**src/rtl/scaler_pkg.sv**
```systemverilog
// Shared scaler definitions: configuration FSM encoding, default scale constant
// and small arithmetic helpers used by the vertical scaler configuration logic.
package scaler_pkg;

    localparam int unsigned LINE_STEP_DEFAULT = 32'd4096;

    typedef enum logic [1:0] {
        ST_IDLE    = 2'd0,
        ST_CHECK   = 2'd1,
        ST_PENDING = 2'd2
    } cfg_state_e;

    function automatic logic [15:0] sat_inc16(input logic [15:0] value);
        if (value == 16'hFFFF) begin
            sat_inc16 = 16'hFFFF;
        end else begin
            sat_inc16 = value + 16'd1;
        end
    endfunction

    function automatic logic in_range16(
        input logic [15:0] value,
        input logic [15:0] lo,
        input logic [15:0] hi
    );
        in_range16 = (value >= lo) && (value <= hi);
    endfunction

endpackage

```
**src/rtl/scaler_v_cfg.sv**
```systemverilog
// Vertical scaler configuration port: accepts a step/line-size offer, checks it,
// and applies it only at an input frame start. Also tracks input frame statistics.
module scaler_v_cfg
    import scaler_pkg::*;
#(
    parameter int unsigned LINE_IN_SIZE_MAX = 32'd1024,
    parameter int unsigned LINE_STEP        = LINE_STEP_DEFAULT,
    parameter int unsigned STEP_MIN         = 32'd1024,
    parameter int unsigned STEP_MAX         = 32'd16384
) (
    input  logic        clk,
    input  logic        rst_n,
    input  logic [15:0] cfg_step,
    input  logic [15:0] cfg_line_size,
    input  logic        cfg_valid,
    output logic        cfg_ready,
    input  logic        cfg_cancel,
    input  logic        de_i,
    input  logic        hs_i,
    input  logic        vs_i,
    output logic [15:0] v_scale_step,
    output logic [15:0] v_scale_line_size,
    output logic        cfg_applied,
    output logic        cfg_err,
    output logic [15:0] frame_cnt,
    output logic [15:0] frame_lines
);

    localparam logic [15:0] RST_STEP  = 16'(LINE_STEP);
    localparam logic [15:0] RST_SIZE  = 16'(LINE_IN_SIZE_MAX - 32'd1);
    localparam logic [15:0] STEP_LO   = 16'(STEP_MIN);
    localparam logic [15:0] STEP_HI   = 16'(STEP_MAX);

    cfg_state_e  state_r;
    cfg_state_e  state_nxt_s;
    logic        cfg_ready_r;
    logic [15:0] shadow_step_r;
    logic [15:0] shadow_size_r;
    logic [15:0] act_step_r;
    logic [15:0] act_size_r;
    logic        applied_r;
    logic        err_r;
    logic [15:0] line_cnt_r;
    logic [15:0] frame_cnt_r;
    logic [15:0] frame_lines_r;
    logic        seen_frame_r;

    logic        transfer_s;
    logic        frame_start_s;
    logic        line_start_s;
    logic        legal_s;
    logic        apply_s;
    logic        reject_s;
    logic        discard_s;

    assign transfer_s    = cfg_valid && cfg_ready_r;
    assign frame_start_s = de_i && vs_i;
    assign line_start_s  = de_i && hs_i && !vs_i;
    assign legal_s       = in_range16(shadow_step_r, STEP_LO, STEP_HI) &&
                           (shadow_size_r <= RST_SIZE);

    // Next-state and one-cycle action decode for the configuration FSM
    always_comb begin
        state_nxt_s = state_r;
        apply_s     = 1'b0;
        reject_s    = 1'b0;
        discard_s   = 1'b0;
        case (state_r)
            ST_IDLE: begin
                if (transfer_s) begin
                    state_nxt_s = ST_CHECK;
                end else begin
                    state_nxt_s = ST_IDLE;
                end
            end
            ST_CHECK: begin
                // A frame start seen here is deliberately ignored; the offer is not yet vetted.
                if (legal_s) begin
                    state_nxt_s = ST_PENDING;
                end else begin
                    state_nxt_s = ST_IDLE;
                    reject_s    = 1'b1;
                end
            end
            ST_PENDING: begin
                if (cfg_cancel) begin
                    state_nxt_s = ST_IDLE;
                    discard_s   = 1'b1;
                end else if (frame_start_s) begin
                    state_nxt_s = ST_IDLE;
                    apply_s     = 1'b1;
                end else begin
                    state_nxt_s = ST_PENDING;
                end
            end
            default: begin
                state_nxt_s = ST_IDLE;
            end
        endcase
    end

    // FSM state and registered ready flag
    always_ff @(posedge clk or negedge rst_n) begin
        if (!rst_n) begin
            state_r     <= ST_IDLE;
            cfg_ready_r <= 1'b1;
        end else begin
            state_r     <= state_nxt_s;
            cfg_ready_r <= (state_nxt_s == ST_IDLE);
        end
    end

    // Shadow capture on transfer; cleared when the offer is rejected, cancelled or consumed
    always_ff @(posedge clk or negedge rst_n) begin
        if (!rst_n) begin
            shadow_step_r <= 16'd0;
            shadow_size_r <= 16'd0;
        end else if (transfer_s) begin
            shadow_step_r <= cfg_step;
            shadow_size_r <= cfg_line_size;
        end else if (reject_s || discard_s || apply_s) begin
            shadow_step_r <= 16'd0;
            shadow_size_r <= 16'd0;
        end else begin
            shadow_step_r <= shadow_step_r;
            shadow_size_r <= shadow_size_r;
        end
    end

    // Active configuration and status pulses
    always_ff @(posedge clk or negedge rst_n) begin
        if (!rst_n) begin
            act_step_r <= RST_STEP;
            act_size_r <= RST_SIZE;
            applied_r  <= 1'b0;
            err_r      <= 1'b0;
        end else begin
            if (apply_s) begin
                act_step_r <= shadow_step_r;
                act_size_r <= shadow_size_r;
            end else begin
                act_step_r <= act_step_r;
                act_size_r <= act_size_r;
            end
            applied_r <= apply_s;
            err_r     <= reject_s;
        end
    end

    // Input frame statistics: line counter, completed-frame line count and frame counter
    always_ff @(posedge clk or negedge rst_n) begin
        if (!rst_n) begin
            line_cnt_r    <= 16'd0;
            frame_cnt_r   <= 16'd0;
            frame_lines_r <= 16'd0;
            seen_frame_r  <= 1'b0;
        end else if (frame_start_s) begin
            // The first frame start has no completed frame behind it.
            frame_lines_r <= seen_frame_r ? line_cnt_r : 16'd0;
            frame_cnt_r   <= frame_cnt_r + 16'd1;
            line_cnt_r    <= 16'd1;
            seen_frame_r  <= 1'b1;
        end else if (line_start_s) begin
            line_cnt_r    <= sat_inc16(line_cnt_r);
        end else begin
            line_cnt_r    <= line_cnt_r;
        end
    end

    assign cfg_ready         = cfg_ready_r;
    assign v_scale_step      = act_step_r;
    assign v_scale_line_size = act_size_r;
    assign cfg_applied       = applied_r;
    assign cfg_err           = err_r;
    assign frame_cnt         = frame_cnt_r;
    assign frame_lines       = frame_lines_r;

endmodule
```
**config.mk**
```make
export PLATFORM = sky130hd
export DESIGN_NAME = scaler_v_cfg
export DESIGN_NICKNAME = d
export VERILOG_FILES = /design/src/rtl/scaler_pkg.sv /design/src/rtl/scaler_v_cfg.sv
export SDC_FILE = /design/constraint.sdc
export NUM_CORES = 1
export LEC_CHECK = 0
export CELL_PAD_IN_SITES_DETAIL_PLACEMENT = 2
export CELL_PAD_IN_SITES_GLOBAL_PLACEMENT = 2
export CORE_MARGIN = 10
export CORE_UTILIZATION = 36
export CTS_BUF_LIST = sky130_fd_sc_hd__clkbuf_2
export DETAILED_ROUTE_END_ITERATION = 10
export PLACE_DENSITY = 0.91
export SYNTH_ARGS = -nofsm -noshare
export SYNTH_HDL_FRONTEND = slang
export SYNTH_SLANG_ARGS = --single-unit
```
**constraint.sdc**
```tcl
create_clock -name clk -period 5.8 [get_ports clk]
set_input_delay 1.16 -clock clk [delete_from_list [all_inputs] [get_ports clk]]
set_output_delay 1.16 -clock clk [all_outputs]
set_load 0.01 [all_outputs]
```
==> results of run 1 <==
[synth_stat cells (all sizes together) (3+ instances only)]
library cell | count | area share [%]
mux2 | 32 | 7.0
a31oi | 4 | 0.48
clkbuf | 22 | 1.6
and4 | 8 | 1.4
nand3 | 58 | 5.6
dfstp | 12 | 6.1
nand2 | 89 | 6.5
a41oi | 4 | 0.68
o21ai | 52 | 7.1
a21oi | 6 | 0.58
nor3 | 10 | 0.97
xnor2 | 14 | 2.4
nand4 | 8 | 0.97
nor2 | 5 | 0.36
buf | 7 | 0.97
inv | 6 | 0.43
nor4 | 5 | 0.60
dfrtp | 106 | 51
and2 | 3 | 0.36
[final timing paths]
check / slack, ns / endpoint / startpoint
max in group asynchronous: 4.09 / frame_cnt[9] / rst_n
hold reg to reg: 0.50 / frame_lines[1] / frame_lines[1]
setup / recovery: 2.60 / frame_cnt[12] / de_i
hold / removal: 0.49 / v_scale_step[10] / rst_n
setup reg to reg: 3.63 / shadow_size_r[8] / shadow_step_r[12]
min in group clk: 0.50 / frame_lines[1] / frame_lines[1]
[area by class of cell]
cell class	instances	area [um^2]	area share (%)
multi-input combinational	327	2058	31.27
tap	180	225.2	3.421
clock inverter	14	140.1	2.129
sequential	118	2968	45.09
inverter	6	22.52	0.3421
timing repair buffer	109	1079	16.38
clock buffer	18	90.09	1.369
[worst register-to-register path: stages, from the launching register on]
cell      delay, ns
dfrtp_1        0.46
nor4_1         0.47
a2111o_1       0.27
o21ba_4        0.58
o21ai_0        0.25
[logic make-up (layout without fill, tap and decap cells)]
logic type | Yosys count | count (layout) | synth area share [%]
and+or+nand+nor | 199 | 199 | 18.51
DFF | 118 | 118 | 57.32
AOI/OAI and AO/OA | 79 | 79 | 11.19
buffers and inverters | 35 | 147 | 2.996
muxes | 32 | 32 | 6.960
xor gates and xnor gates | 15 | 15 | 2.538
adders and majority gates | 2 | 2 | 0.4832
[where the power goes]
| part | total (mW) | switching [mW] | internal [mW] |
|---|---|---|---|
| Sequential | 1.09 | 0.126 | 0.965 |
| Clock | 0.552 | 0.320 | 0.231 |
| Combinational | 0.508 | 0.268 | 0.241 |
[sequential cells by signal, summed over array words and instances, names as in the netlist]
register	count
line_cnt_r	16
cfg_applied	1
cfg_ready	1
v_scale_line_size	16
v_scale_step	16
cfg_err	1
shadow_step_r	16
frame_lines	16
state_r	2
shadow_size_r	16
frame_cnt	16
seen_frame_r	1
[cells in the final DEF (no fill, tap or decap), drive strengths merged, types with 2 or more instances in the layout]
cell / count
nor4: 5
o311ai: 2
xnor2: 14
ha: 2
nand4: 8
and3: 2
dfstp: 12
a21oi: 6
nand2b: 2
and4: 8
nor2: 5
clkdlybuf4s50: 104
nor3: 10
o21ai: 52
buf: 5
a31oi: 4
nand2: 89
o31ai: 2
dfrtp: 106
and2: 3
clkbuf: 18
nand3: 58
inv: 6
bufinv: 3
or4: 2
mux2: 32
clkinv: 11
a41oi: 4
[routing by layer]
layer,share of wire [%],up-vias,global-route usage (%)
met3,5.0,20,5.950
met1,42,2169,20.00
met2,51,91,29.03
li1,-,1906,-
met4,1.3,0,5.163
met5,0,-,0
==> results.json, run 1 <==
{
  "die_w_um": 139.9,
  "worstPathRequired_ns": 6.43,
  "placed_area_um2": 6352,
  "hold_path_class": "in -> async",
  "setup_slack_ns": 2.604,
  "dpl.cell_count": 740,
  "finClkSkew_ns": 0.02369,
  "diodes": 0,
  "cp_cell_sequence": "clkdlybuf4s50_1 > nand2_1 > nor3_1 > nand3_1 > xnor2_1",
  "cts_root_buf": "clkbuf_2",
  "hold_viol": 0,
  "port_buffers": 105,
  "initial_core_util_pct": 37.01,
  "drive_gt1_share_pct": 18.41,
  "nNetsFinal": 620,
  "ys_seq_area_share_pct": 57.32,
  "cts_tree": "yes",
  "postCtsResizedCells": 0,
  "slew_headroom_pct": 12.75,
  "setup_viol": 0,
  "dp_hpwl_mm": 11.60,
  "dpl_worst_slack_ns": 1.937,
  "max_cap_viol_count": 0,
  "worst-path-max-fanout": 25,
  "htree_levels": 4,
  "synth_fp_nets": 521,
  "routabilityCongestion": 0.8051,
  "rsz0062_at_grt": "no",
  "routed_wl_mm": 16.63,
  "leakagePower_nw": 2.883,
  "grt_pass1_wl_mm": 26.90,
  "worstSetupEndpointType": "flop",
  "insertion_delay_ns": 0.75,
  "ios": 106,
  "totalPowerFinal_mw": 2.151,
  "path_buf_inv": 1,
  "num-fill-cells": 1469,
  "viasPerCell": 5.422,
  "cts_sinks": 118,
  "synth_edf_count": 0,
  "status": "completed",
  "holdWs_ns": 0.4877,
  "finalMaxSlewViolations": 0,
  "grt_max_degree": 66,
  "grt_pass1_vias": 4746,
  "cp.depth": 5,
  "numCtsBuffers": 17,
  "synthToLayoutAreaGrowth_pct": 27.14,
  "powerDensity_nw_per_um2": 326.8,
  "grt_util_all_layers_pct": 17.15,
  "drtAntennaViolNets": 0,
  "yosysWarnings": 0,
  "synth_cell_type_count": 46,
  "crit_arrival_ns": 3.83,
  "synth.cell_area_um2": 5177,
  "cts_buffer_depth": 2,
  "synthFlopType": "dfrtp_1",
  "cts_hold_buf": 0,
  "cp_top_family": "simple AND/OR/NAND/NOR gates",
  "dr.pass1.iters": 4,
  "post-cts-setup-buffers": 0,
  "ys_ff_latch": 118,
  "die-area_um2": 19580,
  "max_freq_mhz": 312.8,
  "wl_per_cell_um": 21.55,
  "grt-ovfl-total": 0,
  "setup_tns_ns": 0,
  "cpMaxStageDelayCell": "nor3_1",
  "irDropWorstVdd_mv": 0.1125,
  "die_y_um": 139.9,
  "min_period_ns": 3.196,
  "drc": 0,
  "avgSynthCellArea_um2": 10.79,
  "vias": 4186,
  "drt_first_iter_violations": 278,
  "final_cell_area_um2": 6583,
  "netlist_instances": 480,
  "critPathKind": "in -> reg",
  "period_share_pct": 55.11,
  "cpPeakStageDelay_ns": 0.97,
  "rows": 43,
  "utilization_pct": 47.06,
  "final_cells": 772,
  "worst_pin_slew_ns": 1.309,
  "clk_pin_slew_worst_paths_ns": 0.19,
  "synthArstFlopShare_pct": 100.0,
  "reg2regPathDepth": 4,
  "antenna_found_initial": 0,
  "critPathLaunchType": "input pin",
  "core_um2": 13990
}
No activity file was read; power rests on OpenSTA's default activity.
==> inputs of run 2 (changes only) <==
--- a/config.mk
+++ b/config.mk
@@ -8,10 +8,10 @@
 export CELL_PAD_IN_SITES_DETAIL_PLACEMENT = 2
 export CELL_PAD_IN_SITES_GLOBAL_PLACEMENT = 2
 export CORE_MARGIN = 10
-export CORE_UTILIZATION = 36
+export CORE_UTILIZATION = 34
 export CTS_BUF_LIST = sky130_fd_sc_hd__clkbuf_2
 export DETAILED_ROUTE_END_ITERATION = 10
-export PLACE_DENSITY = 0.91
+export PLACE_DENSITY = 0.86
 export SYNTH_ARGS = -nofsm -noshare
 export SYNTH_HDL_FRONTEND = slang
 export SYNTH_SLANG_ARGS = --single-unit
==> constraint.sdc (replaced) <==
create_clock -name clk -period 3.3 [get_ports clk]
set_input_delay 0.66 -clock clk [delete_from_list [all_inputs] [get_ports clk]]
set_output_delay 0.66 -clock clk [all_outputs]
set_load 0.01 [all_outputs]
==> results.json, run 2 (same netlist as run 1, synthesis figures left out) <==
{
  "initial_core_util_pct": 34.31,
  "period_share_pct": 75.89,
  "powerDensity_nw_per_um2": 572.5,
  "placed_area_um2": 6405,
  "hold_viol": 0,
  "viasPerCell": 5.378,
  "finClkSkew_ns": 0.05576,
  "max_cap_viol_count": 0,
  "setup_slack_ns": 0.7957,
  "nNetsFinal": 625,
  "grt-ovfl-total": 0,
  "num-fill-cells": 1573,
  "p_seq_share_pct": 50.5,
  "hold_path_class": "in -> reg",
  "numCtsBuffers": 17,
  "core_um2": 15090,
  "antenna_found_initial": 1,
  "clk_pin_slew_worst_paths_ns": 0.24,
  "internal_power_mw": 2.477,
  "final_common_cell": "dfrtp_1",
  "drive_gt1_share_pct": 19.43,
  "drt_first_iter_violations": 243,
  "r2r_setup_slack_ns": 0.95,
  "p_sw_mw": 1.336,
  "min_period_ns": 2.504,
  "post-cts-setup-buffers": 0,
  "leakagePower_nw": 2.898,
  "utilization_pct": 44.14,
  "grt_pass1_vias": 4912,
  "setup_viol": 0,
  "die-area_um2": 20560,
  "drc": 0,
  "cts_hold_buf": 1,
  "cts_tree": "yes",
  "vias": 4227,
  "status": "completed",
  "cts_sinks": 118,
  "most-common-layout-cells": "106 x dfrtp_1, 104 x clkdlybuf4s50_1, 89 x nand2_1, 58 x nand3_1, 32 x mux2_2",
  "dr.pass1.iters": 7,
  "cp_cell_sequence": "clkdlybuf4s50_1",
  "critPathKind": "reg -> out",
  "grt_max_degree": 79,
  "cpMaxStageDelayCell": "dfstp_2",
  "cp_top_family": "flip-flops",
  "switching_share_pct": 35.03,
  "routabilityCongestion": 0.7991,
  "htree_levels": 4,
  "rows": 45,
  "cts_buffer_depth": 2,
  "worstSetupEndpointType": "output pin",
  "clock_power_share_pct": 25.3,
  "totalPowerFinal_mw": 3.813,
  "final_cells": 786,
  "slew_headroom_pct": 45.50,
  "routed_wl_mm": 17.32,
  "critPathLaunchType": "flop",
  "dpl.cell_count": 752,
  "postCtsResizedCells": 0,
  "wl_per_cell_um": 22.04,
  "crit_arrival_ns": 1.84,
  "share_comb_of_total_power_pct": 24.2,
  "synthToLayoutAreaGrowth_pct": 28.64,
  "cpPeakStageDelay_ns": 0.61,
  "die_w_um": 143.4,
  "die_y_um": 143.4,
  "dpl_worst_slack_ns": 0.6569,
  "max_freq_mhz": 399.3,
  "drtAntennaViolNets": 0,
  "worst-path-max-fanout": 3,
  "final_cell_area_um2": 6660,
  "port_buffers": 105,
  "worst_pin_slew_ns": 0.8113,
  "setup_tns_ns": 0,
  "insertion_delay_ns": 0.72,
  "holdWs_ns": 0.4680,
  "irDropWorstVdd_mv": 0.2058,
  "dp_hpwl_mm": 12.07,
  "worstPathRequired_ns": 2.64,
  "grt_pass1_wl_mm": 28.00,
  "rsz0062_at_grt": "no",
  "finalMaxSlewViolations": 0,
  "cts_root_buf": "clkbuf_2",
  "ios": 106,
  "path_buf_inv": 1,
  "grt_util_all_layers_pct": 17.42
}
==> run 2: per-layer routing <==
| metal | GRT usage (%) | vias up | wire [um] |
|---|---|---|---|
| li1 | - | 1922 | - |
| met1 | 19.76 | 2176 | 7190 |
| met2 | 30.99 | 109 | 9071 |
| met3 | 4.686 | 20 | 826 |
| met4 | 5.642 | 0 | 232 |
| met5 | 0 | - | 0 |
==> run 2: path summary, 6_finish.rpt <==
path / from / end / depth (start not counted)
worst max register to register: shadow_step_r[12] / shadow_size_r[7] / 4
max in group asynchronous: rst_n / v_scale_line_size[5] / 3
worst max-delay path: cfg_ready / cfg_ready / 1
min in group asynchronous: rst_n / frame_cnt[13] / 2
worst min-delay path: cfg_step[5] / shadow_step_r[5] / 3
worst min register to register: frame_cnt[15] / frame_cnt[15] / 1
==> run 2: layout make-up <==
type	instances	area [um^2]	area share, %
Timing Repair Buffer	114	1131	16.98
Clock inverter	15	157.7	2.367
Antenna cell	1	2.502	0.03757
Inverter	6	22.52	0.3382
Multi-Input combinational cell	327	2058	30.90
Tap cell	188	235.2	3.532
Clock buffer	17	85.08	1.277
Sequential cell	118	2968	44.56
==> run 2: power groups by stage <==
stage	sequential (mW)	clock (mW)	combinational, mW
final	1.93	0.966	0.921
after detailed placement	1.95	0	0.923
after CTS	1.93	0.995	0.942
after global placement	1.92	0	0.874
after global routing	1.96	1.06	1.01
after floorplan	1.92	0	0.457
==> inputs of run 3 (changes only) <==
--- a/config.mk
+++ b/config.mk
@@ -8,10 +8,10 @@
 export CELL_PAD_IN_SITES_DETAIL_PLACEMENT = 2
 export CELL_PAD_IN_SITES_GLOBAL_PLACEMENT = 2
 export CORE_MARGIN = 10
-export CORE_UTILIZATION = 34
+export CORE_UTILIZATION = 30
 export CTS_BUF_LIST = sky130_fd_sc_hd__clkbuf_2
 export DETAILED_ROUTE_END_ITERATION = 10
-export PLACE_DENSITY = 0.86
+export PLACE_DENSITY = 0.81
 export SYNTH_ARGS = -nofsm -noshare
 export SYNTH_HDL_FRONTEND = slang
 export SYNTH_SLANG_ARGS = --single-unit
==> constraint.sdc (replaced) <==
create_clock -name clk -period 2.2 [get_ports clk]
set_input_delay 0.44 -clock clk [delete_from_list [all_inputs] [get_ports clk]]
set_output_delay 0.44 -clock clk [all_outputs]
set_load 0.01 [all_outputs]
==> results.json, run 3 (same netlist as run 1, synthesis figures left out) <==
{
  "status": "completed",
  "rows": 47,
  "dpl.cell_count": 795,
  "insertion_delay_ns": 0.72,
  "num-fill-cells": 1785,
  "dp_hpwl_mm": 12.13,
  "drive_gt1_share_pct": 23.92,
  "final_cell_area_um2": 6937,
  "final_common_cell": "dfrtp_1",
  "period_share_pct": 96.79,
  "finalMaxSlewViolations": 0,
  "routed_wl_mm": 17.42,
  "cpPeakStageDelay_ns": 0.56,
  "vias": 4278,
  "max_cap_viol_count": 0,
  "cp_top_family": "compound AO/OA/AOI/OAI gates",
  "hold_path_class": "in -> async",
  "drtAntennaViolNets": 0,
  "setup_viol": 0,
  "htree_levels": 4,
  "path_buf_inv": 0,
  "r2r_setup_slack_ns": 0.07,
  "synthToLayoutAreaGrowth_pct": 33.98,
  "powerDensity_nw_per_um2": 826.6,
  "core_um2": 16760,
  "cpMaxStageDelayCell": "or4_1",
  "cts_tree": "yes",
  "irDropWorstVdd_mv": 0.2774,
  "max_freq_mhz": 469.6,
  "holdWs_ns": 0.2253,
  "grt_max_degree": 49,
  "grt_pass1_vias": 4840,
  "critPathKind": "reg -> reg",
  "viasPerCell": 5.045,
  "grt-ovfl-total": 0,
  "rsz0062_at_grt": "yes",
  "min_period_ns": 2.129,
  "drc": 0,
  "die-area_um2": 22910,
  "wl_per_cell_um": 20.55,
  "cp_cell_sequence": "or4_1 > a2111o_1 > o21ba_4 > o21ai_0",
  "die_y_um": 151.4,
  "port_buffers": 105,
  "dr.pass1.iters": 4,
  "clk_pin_slew_worst_paths_ns": 0.22,
  "crit_arrival_ns": 2.77,
  "cts_buffer_depth": 2,
  "slew_headroom_pct": 58.14,
  "antenna_found_initial": 1,
  "placed_area_um2": 6565,
  "most-common-layout-cells": "103 x dfrtp_1, 89 x nand2_1, 58 x nand3_1, 54 x clkdlybuf4s50_1, 40 x dlygate4sd2_1",
  "worst_pin_slew_ns": 0.6279,
  "ios": 106,
  "totalPowerFinal_mw": 5.734,
  "drt_first_iter_violations": 230,
  "worstPathRequired_ns": 2.84,
  "final_cells": 848,
  "nNetsFinal": 655,
  "grt_util_all_layers_pct": 15.46,
  "cts_sinks": 118,
  "critPathLaunchType": "flop",
  "worst-path-max-fanout": 17,
  "numCtsBuffers": 17,
  "utilization_pct": 41.39,
  "hold_viol": 0,
  "initial_core_util_pct": 30.89,
  "routabilityCongestion": 0.8230,
  "finClkSkew_ns": 0.03175,
  "grt_pass1_wl_mm": 27.78,
  "worstSetupEndpointType": "flop",
  "leakagePower_nw": 3.423,
  "die_w_um": 151.4,
  "cts_root_buf": "clkbuf_2"
}
## run 3: area by class of cell
type	count	area, um^2	area share [%]
diodes	1	2.502	0.03608
clock buffers	17	85.08	1.227
clock inverters	15	143.9	2.074
inverters	6	22.52	0.3247
multi-input cells	328	2074	29.91
flip-flops and latches	118	2972	42.84
well taps	220	275.3	3.968
repair buffers	143	1361	19.62
## run 3: timing repair
item | 4_1_cts | 5_1_grt
gates cloned | 0 | 1
hold buffers | 1 | 0
hold endpoints to repair | 36 | 0
setup buffers | 16 | 2
setup endpoints to repair | 51 | 22
resized for setup | 43 | 11
## run 3: power by group
| group | total [mW] | switching [mW] | internal (mW) | leakage, nW |
|---|---|---|---|---|
| Combinational | 1.51 | 0.807 | 0.700 | 1.76 |
| Sequential | 2.83 | 0.285 | 2.55 | 1.53 |
| Clock | 1.39 | 0.960 | 0.435 | 0.130 |
| Total | 5.73 | 2.05 | 3.68 | 3.42 |
## run 3: routing by layer
metal  share of wire [%]  vias to the layer above  routed length [um]  global-route usage (%)
li1                    -                     1983                   -                       -
met1                  42                     2218                7340                   18.17
met2                  53                       63                9183                   27.01
met3                 4.2                       14                 726                   4.027
met4                0.99                        0                 172                   4.620
met5                   0                        -                   0                       0
## run 3: worst reg2reg max path, delay by kind of cell (launching register included)
kind               cells  cell delay (ns)
and+or+nand+nor        1             0.56
AOI/OAI and AO/OA      3             1.06
DFF                    1             0.45
## run 3: per-stage QoR
stage / setup TNS [ns] / worst slack [ns]
6_report: 0 / 0.07068
5_1_grt: -0.01468 / -0.01224
4_1_cts: 0 / 0.0005500
3_5_place_dp: 0 / 0.006907
3_3_place_gp: 0 / 0.09862
2_1_floorplan: 0 / 0.3632
## run 3: worst paths after layout
check,from,end,cells after the start
hold reg to reg,frame_cnt[15],frame_cnt[15],1
max in group asynchronous,rst_n,v_scale_line_size[9],3
hold / removal,rst_n,v_scale_step[9],2
setup reg to reg,shadow_size_r[14],shadow_size_r[8],4
setup / recovery,shadow_size_r[14],shadow_size_r[8],4
min in group clk,cfg_step[7],shadow_step_r[7],3
